===== config.mk =====
export PLATFORM = sky130hd
export DESIGN_NAME = snake_head_stepper
export DESIGN_NICKNAME = d
export VERILOG_FILES = /design/src/rtl/snake_head_stepper.sv
export SDC_FILE = /design/constraint.sdc
export NUM_CORES = 1
export LEC_CHECK = 0
export ABC_AREA = 1
export CAP_MARGIN = 20
export CORE_MARGIN = 8
export CORE_UTILIZATION = 32
export CTS_BUF_LIST = sky130_fd_sc_hd__clkbuf_4
export DETAILED_ROUTE_END_ITERATION = 8
export GPL_TIMING_DRIVEN = 1
export PLACE_DENSITY = 0.6
export SLEW_MARGIN = 10
export SYNTH_ARGS = -nofsm -noshare
export SYNTH_HDL_FRONTEND = slang
export SYNTH_SLANG_ARGS = --single-unit
export TNS_END_PERCENT = 1

===== constraint.sdc =====
create_clock -name VGA_clk -period 1.5 [get_ports VGA_clk]
set_input_delay 0.375 -clock VGA_clk [delete_from_list [all_inputs] [get_ports VGA_clk]]
set_output_delay 0.375 -clock VGA_clk [all_outputs]
set_load 0.02 [all_outputs]

===== src/rtl/snake_head_stepper.sv =====
// ---------------------------------------------------------------------------
// snake_head_stepper
//
// Moves the snake head one grid cell per movement tick. The direction code
// from the keyboard controller is held as a level, so it is latched into a
// pending register. The pending direction is applied on the next tick, and
// the head wraps around the grid edges like a torus.
//
// Ports
//   VGA_clk     in   1    sole clock, rising edge
//   reset       in   1    asynchronous, active-high
//   direction   in   3    001 up, 010 left, 011 down, 100 right,
//                         111 soft reset, anything else = no request
//   pause       in   1    freezes the tick counter and the head while running
//   head_x      out  X_W  current head column (0..GRID_W-1)
//   head_y      out  Y_W  current head row    (0..GRID_H-1)
//   cur_dir     out  3    direction used by the last step (000 before any step)
//   move_pulse  out  1    one-cycle strobe, aligned with a new head value
//   running     out  1    high while the stepper is in RUN
// ---------------------------------------------------------------------------
module snake_head_stepper #(
    parameter int TICK_DIV = 1000000,
    parameter int GRID_W   = 40,
    parameter int GRID_H   = 30,
    parameter int X_W      = 6,
    parameter int Y_W      = 5,
    parameter int START_X  = 20,
    parameter int START_Y  = 15
) (
    input  logic           VGA_clk,
    input  logic           reset,
    input  logic [2:0]     direction,
    input  logic           pause,
    output logic [X_W-1:0] head_x,
    output logic [Y_W-1:0] head_y,
    output logic [2:0]     cur_dir,
    output logic           move_pulse,
    output logic           running
);

    localparam int CNT_W = (TICK_DIV > 1) ? $clog2(TICK_DIV) : 1;

    localparam logic [2:0] DIR_NONE  = 3'b000;
    localparam logic [2:0] DIR_UP    = 3'b001;
    localparam logic [2:0] DIR_LEFT  = 3'b010;
    localparam logic [2:0] DIR_DOWN  = 3'b011;
    localparam logic [2:0] DIR_RIGHT = 3'b100;
    localparam logic [2:0] DIR_SOFT  = 3'b111;

    localparam logic [X_W-1:0]   X_START = X_W'(START_X);
    localparam logic [Y_W-1:0]   Y_START = Y_W'(START_Y);
    localparam logic [X_W-1:0]   X_LAST  = X_W'(GRID_W - 1);
    localparam logic [Y_W-1:0]   Y_LAST  = Y_W'(GRID_H - 1);
    localparam logic [CNT_W-1:0] CNT_END = CNT_W'(TICK_DIV - 1);

    typedef enum logic {
        IDLE = 1'b0,
        RUN  = 1'b1
    } state_t;

    state_t state;
    state_t next_state;

    logic [2:0]       pending_dir;
    logic [CNT_W-1:0] tick_cnt;
    logic [X_W-1:0]   x_q;
    logic [Y_W-1:0]   y_q;
    logic [2:0]       dir_q;
    logic             pulse_q;

    logic             dir_valid;
    logic             dir_opposite;
    logic             soft_reset;
    logic             tick_end;
    logic [X_W-1:0]   step_x;
    logic [Y_W-1:0]   step_y;

    // Classify the incoming direction code. A reversal is judged against the
    // direction actually travelled (cur_dir), not the pending one, so a quick
    // up->left->down sequence inside one tick still leaves "left" pending.
    always_comb begin
        dir_valid    = (direction == DIR_UP)   || (direction == DIR_LEFT) ||
                       (direction == DIR_DOWN) || (direction == DIR_RIGHT);
        dir_opposite = ((direction == DIR_UP)    && (dir_q == DIR_DOWN))  ||
                       ((direction == DIR_DOWN)  && (dir_q == DIR_UP))    ||
                       ((direction == DIR_LEFT)  && (dir_q == DIR_RIGHT)) ||
                       ((direction == DIR_RIGHT) && (dir_q == DIR_LEFT));
        soft_reset   = (direction == DIR_SOFT);
        tick_end     = (tick_cnt == CNT_END);
    end

    // Candidate head position one cell along the pending direction, with
    // wrap-around at each grid edge so no out-of-range value can appear.
    always_comb begin
        step_x = x_q;
        step_y = y_q;
        case (pending_dir)
            DIR_UP:    step_y = (y_q == '0)     ? Y_LAST : y_q - 1'b1;
            DIR_DOWN:  step_y = (y_q == Y_LAST) ? '0     : y_q + 1'b1;
            DIR_LEFT:  step_x = (x_q == '0)     ? X_LAST : x_q - 1'b1;
            DIR_RIGHT: step_x = (x_q == X_LAST) ? '0     : x_q + 1'b1;
            default: begin
                step_x = x_q;
                step_y = y_q;
            end
        endcase
    end

    // State register.
    always_ff @(posedge VGA_clk or posedge reset) begin
        if (reset) begin
            state <= IDLE;
        end else begin
            state <= next_state;
        end
    end

    // Next-state logic: the first valid direction starts the game; the soft
    // reset code returns to IDLE from either state.
    always_comb begin
        next_state = state;
        case (state)
            IDLE: begin
                if (dir_valid) begin
                    next_state = RUN;
                end
            end
            RUN: begin
                if (soft_reset) begin
                    next_state = IDLE;
                end
            end
            default: next_state = IDLE;
        endcase
    end

    // Output decode of the state register.
    always_comb begin
        running = (state == RUN);
    end

    // Datapath: direction latch, tick divider and head position. The soft
    // reset takes priority over a tick landing in the same cycle. A step
    // uses the pending direction as it stood before the edge, so a new
    // request presented in the step cycle only affects the following step.
    always_ff @(posedge VGA_clk or posedge reset) begin
        if (reset) begin
            x_q         <= X_START;
            y_q         <= Y_START;
            dir_q       <= DIR_NONE;
            pending_dir <= DIR_NONE;
            tick_cnt    <= '0;
            pulse_q     <= 1'b0;
        end else if (soft_reset) begin
            x_q         <= X_START;
            y_q         <= Y_START;
            dir_q       <= DIR_NONE;
            pending_dir <= DIR_NONE;
            tick_cnt    <= '0;
            pulse_q     <= 1'b0;
        end else if (state == IDLE) begin
            tick_cnt <= '0;
            pulse_q  <= 1'b0;
            if (dir_valid) begin
                pending_dir <= direction;
            end
        end else begin
            pulse_q <= 1'b0;
            if (dir_valid && !dir_opposite) begin
                pending_dir <= direction;
            end
            if (!pause) begin
                if (tick_end) begin
                    tick_cnt <= '0;
                    x_q      <= step_x;
                    y_q      <= step_y;
                    dir_q    <= pending_dir;
                    pulse_q  <= 1'b1;
                end else begin
                    tick_cnt <= tick_cnt + 1'b1;
                end
            end
        end
    end

    assign head_x     = x_q;
    assign head_y     = y_q;
    assign cur_dir    = dir_q;
    assign move_pulse = pulse_q;

endmodule

* After elaboration in Yosys (flattened, before gate mapping) *
Cells that the tools add are included.

storage, ports and cells
  memories = 0
  bits in latches = 0
  RAM bits = 0
  register bits after elaboration = 39
  bits of input ports = 6
  ROM bits = 0
  word-level logic and storage cells = 88
  output and inout bits = 16

cells by class
  div/mod/pow operators = 0
  eq/ne operators = 19
  bitwise gates (word level) = 1
  order comparisons = 0
  shift operators = 0
  mux-type cells = 33
  $mul = 0
  reductions and logical operators = 23
  $add $sub $neg = 5

operators with widths
  operator                 count
  $mux W20                 4
  $mux W6                  6
  $mux W5                  6
  $mux W3                  8
  $add A20 B1 Y20 const B  1
  $eq A20 B20 Y1 const B   1
  $eq A3 B2 Y1 const B     6
  $eq A3 B3 Y1 const B     4
  $pmux W6 S2              1
  $pmux W5 S2              1
  $eq A3 B1 Y1 const B     3
  $reduce_bool A3 Y1       3
  $reduce_and A4 Y1        2
  $add A6 B1 Y6 const B    1
  $eq A6 B6 Y1 const B     1
  $logic_not A6 Y1         1
  $logic_or A1 B1 Y1       6
  $mux W1                  6
  $sub A6 B1 Y6 const B    1
  $add A5 B1 Y5 const B    1
  $eq A5 B5 Y1 const B     1
  $logic_and A1 B1 Y1      5
  $logic_not A5 Y1         1
  $sub A5 B1 Y5 const B    1
  other kinds (9)          10

* Depth between registers and ports, before layout *
  word-level depth = 10
  gate-level depth with buffers = 12
  mapped depth without buffers = 11

* Worst setup path after synthesis *
OpenSTA, ideal clock, no wires.

  kind = reg-to-reg
  start = reg y_q[0], in the netlist head_y[0]
  end = reg y_q[2], in the netlist head_y[2]
  data arrival time = 1469 ps
  library setup time = 77 ps
  buffers on the path = 0
  cell stages (with the launch flop) = 8
  data required time = 1423 ps
  setup slack = -45 ps
  clock period less this slack = 1545 ps
  cell sequence = dfstp_2 > inv_1 > ha_1 > or2_2 > nand3_1 > nand3_1 > nand3_1 > nand2_1

between the ends
  word-level cells in the longest chain between the ends = 7
  elaborated cells between the ends (all ways) = 11
  classes of those cells = add/sub (2); eq/ne (1); mux (7); reduce/logical (1)

ends and longest elaborated chain
  what                                         RTL line  RTL
  start, declared                              67        logic [Y_W-1:0] y_q;
  start signal, assigned                       176       y_q <= step_y;
  $add A5 B1 Y5, or another cell as far along  99        DIR_DOWN: step_y = (y_q == Y_LAST) ? '0 : y_q + 1'b1;
  $mux W5 (on tied branches)                   99, 98
  $pmux W5 S2 *                                97        case (pending_dir)
  $mux W5 *                                    173       if (tick_end) begin
  $mux W5 *                                    172       if (!pause) begin
  $mux W5 *                                    161       end else if (state == IDLE) begin
  $mux W5 *                                    154       end else if (soft_reset) begin

Every way passes the cells marked *; elsewhere a longest branch is shown, timed or not. The select of a mux whose other input is x is not followed.
A chain may end at the register's enable or synchronous reset.

* Worst setup path after layout *
  start = reg tick_cnt[13]
  end = reg tick_cnt[15]

between the ends
  word-level cells in the longest chain between the ends = 5
  elaborated cells between the ends (all ways) = 6
  classes of those cells = add/sub (1); eq/ne (1); mux (4)

ends and longest elaborated chain
  what                                               RTL line  RTL
  start, declared                                    65        logic [CNT_W-1:0] tick_cnt;
  start signal, assigned                             180       tick_cnt <= tick_cnt + 1'b1;
  $add A20 B1 Y20 or $eq A20 B20 Y1 (tied branches)  180, 89
  $mux W20 *                                         173
  $mux W20 *                                         172
  $mux W20 *                                         161
  $mux W20 *                                         154

Marks and branches as above.

==> run metrics <==
Port Buf Inserts=21; first-pass GRT wire length=12.2 mm; Final Skew=0.00493 ns; overall power=4500 uW; Total Routing Usage GR=12.4%; main combinational cell family by area after synthesis=simple AND/OR/NAND/NOR gates; synth cell count leaders=nand2_1, nor2_1, inv_1; Routed Antenna Nets=0; final setup fails=0; CP cell instances=inv_1 > nand2_1 > nor2_1 > nand2_1 > nor2_4 > nand2_2 > nand2_2 > nand2_4 > buf_4 > nand2_1 > nor2_2; CP endpoint kind=flip-flop; # rows=34; Synth Area in Simple Gates=47.2%; fin nets=505; number of global-route vias before repair=2709; Tcrit/Tclk final=99.9%; relative slew slack=81.2%; run status=finished clean; compound-cell area share of the yosys netlist=3.20%; initial core utilization=32.6%; Unique masters post-synth=35; Synth top area share=29.4%; Worst Tran Pin Value=0.281 ns; ys flop type=dfrtp_1; Leak=0.00193 uW; Starting DRT DRC Count=121; Remaining DRCs=0; clk root buf=clkbuf_4; Skew-Pair Late Insertion Delay=0.35 ns; final WL=6.99 mm; TritonCTS buffer count=5; post-route minimum period=1.50 ns; FILL cells=903; most used cell along the critical path=nand2_1; Vias/cell=4.68; Hold WS=0.357 ns; number of flops mapped to enable cells by yosys=0; Crit Path Class=flip-flop to flip-flop; via count=2818; FF-to-FF path depth=11; power density over the cells=1230 nW/um^2; Async S/R FF share, synth=100%; Max Fclk=667 MHz; xor and xnor area share after synthesis=3.43%; drt wl/cell=11.6 um; Final Util=42.2%; Synth Area per Inst=6.73 um^2; Chip Height=110 um; HP Class=primary input to asynchronous set/reset pin; total number of H-tree levels=2; multiplexer share of the synthesized area=0%; Syn Nets=431; core area=8640 um^2; register area=987 um^2; RSZ-0062 raised after global routing=true; Die X-Extent=110 um; gpl congestion=0.855; R2R Path Start=tick_cnt[13]; Seq cells post-synth=39; Synth area leader=dfrtp_1; R2R Setup Slk=0.001 ns; count leader, synth=nand2_1; Area growth syn-to-layout=29.7%; Ports=22; Worst EP arrival=1.76 ns; largest net degree at the start of global routing=40; sequential-to-total area share from yosys stat=35.0%; Slowest-stage cell, CP=dfrtp_1; CTS tree=done; max-cap violation count=0; Multi-input gate area=1700 um^2; final slew viol count=0; synth top area cells=dfrtp_1, nand2_1, nor2_1; mapped cell area=2810 um^2; final hold vios=0; Crit Path Max Fanout=4; Ys Warns=0; VDD IR-drop max=0.000467 V; Reg2Reg Capture Point=tick_cnt[15]; post-synthesis cell count=418; Clock Sinks=39; share of layout cells above drive strength 1=27.0%; Setup crit start kind=flip-flop; Post-DP HPWL=5.32 mm; Worst Path Required=1.76 ns; Die ar.=12000 um^2; Reg clk slew, reported paths=0.12 ns; Slowest Stage Delay on Critical Path=0.42 ns; adder-cell share of the synthesized area=3.11%; CTS Buffer Depth=2; 1st-pass router iterations=4; initial antenna violation count=1; grt total ovfl=0; CTS Hold Bufs=0
## layout by cell type (no fill, tap or decap), types with 5 or more instances in the layout
| master | n |
|---|---|
| inv_1 | 42 |
| nor3_1 | 6 |
| nor2_1 | 57 |
| nand4_1 | 10 |
| dfrtp_1 | 30 |
| xor2_1 | 8 |
| nand3_1 | 39 |
| buf_4 | 50 |
| nand3_2 | 5 |
| nand2_1 | 130 |
| clkbuf_4 | 7 |
| o21ai_0 | 5 |
| buf_2 | 7 |
| inv_2 | 6 |
| clkdlybuf4s50_1 | 5 |
| nand2_2 | 13 |
| nor2_2 | 9 |
| dfstp_2 | 6 |
## cell type report
| cell class | count | area share [%] |
|---|---|---|
| multi-input cells | 324 | 46.7 |
| flip-flops and latches | 39 | 27.1 |
| repair buffers | 74 | 16.0 |
| inverters | 48 | 4.94 |
| well taps | 108 | 3.70 |
| clock buffers | 7 | 1.44 |
| clock inverters | 1 | 0.137 |
| diodes | 1 | 0.0686 |
## per-layer routing
| metal | GRT usage (%) | wire length, um |
|---|---|---|
| met1 | 15.9 | 3400 |
| met2 | 20.3 | 3240 |
| met3 | 2.11 | 209 |
| met4 | 4.82 | 141 |
| met5 | 0 | 0 |
## metrics by stage
step / worst slack [ns] / std cells / TNS (ns) / area (um^2)
after detailed placement: -0.374 / 587 / -10.27 / 3480
after global routing: -0.134 / 602 / -2.35 / 3650
after global placement: -0.336 / 587 / -9.27 / 3480
after floorplan: 0.0183 / 418 / 0 / 2820
after CTS: -0.0178 / 595 / -0.0367 / 3530
final: 0.00104 / 602 / 0 / 3650
## worst max-delay path by stage
stage	slack, ns	from	to	cells past startpoint
floorplan	0.02	head_y[0]	head_y[2]	7
global placement	-0.34	direction[0]	pending_dir[2]	9
detailed placement	-0.37	direction[0]	pending_dir[1]	10
CTS	-0.02	tick_cnt[1]	head_x[3]	8
global route	-0.13	tick_cnt[12]	head_x[4]	10
finish	0.001	tick_cnt[13]	tick_cnt[15]	11
## critical path, delay by kind of cell, from the launching register on
kind / cells / cell delay [ns]
and+or+nand+nor: 9 / 0.75
buffers and inverters: 2 / 0.22
DFF: 1 / 0.42
## registers in the layout (all words and copies together), names as in the netlist
signal	flops
running	1
head_x	6
move_pulse	1
cur_dir	3
head_y	5
pending_dir	3
tick_cnt	20
## cell families (layout without fill, tap and decap cells)
group | Yosys count | count (layout)
XOR/XNOR | 11 | 11
other | 0 | 1
adder cells (fa/ha/maj) | 7 | 7
buffers and inverters | 55 | 130
flip-flops | 39 | 39
AO/OA/AOI/OAI | 16 | 16
AND/OR/NAND/NOR | 290 | 290
## repair_timing
action / CTS / global route
resized for setup: 50 / 35
gates cloned: 0 / 0
setup buffers: 0 / 6
pin swaps: 1 / 12
endpoints found under the setup margin: 25 / 40
## where the power goes
group	total [uW]	switching, uW	internal, uW
clock network	587	368	219
registers	1450	164	1290
logic	2460	1440	1020
total	4500	1970	2530
Note: power is estimated with default switching activity, not from simulation.
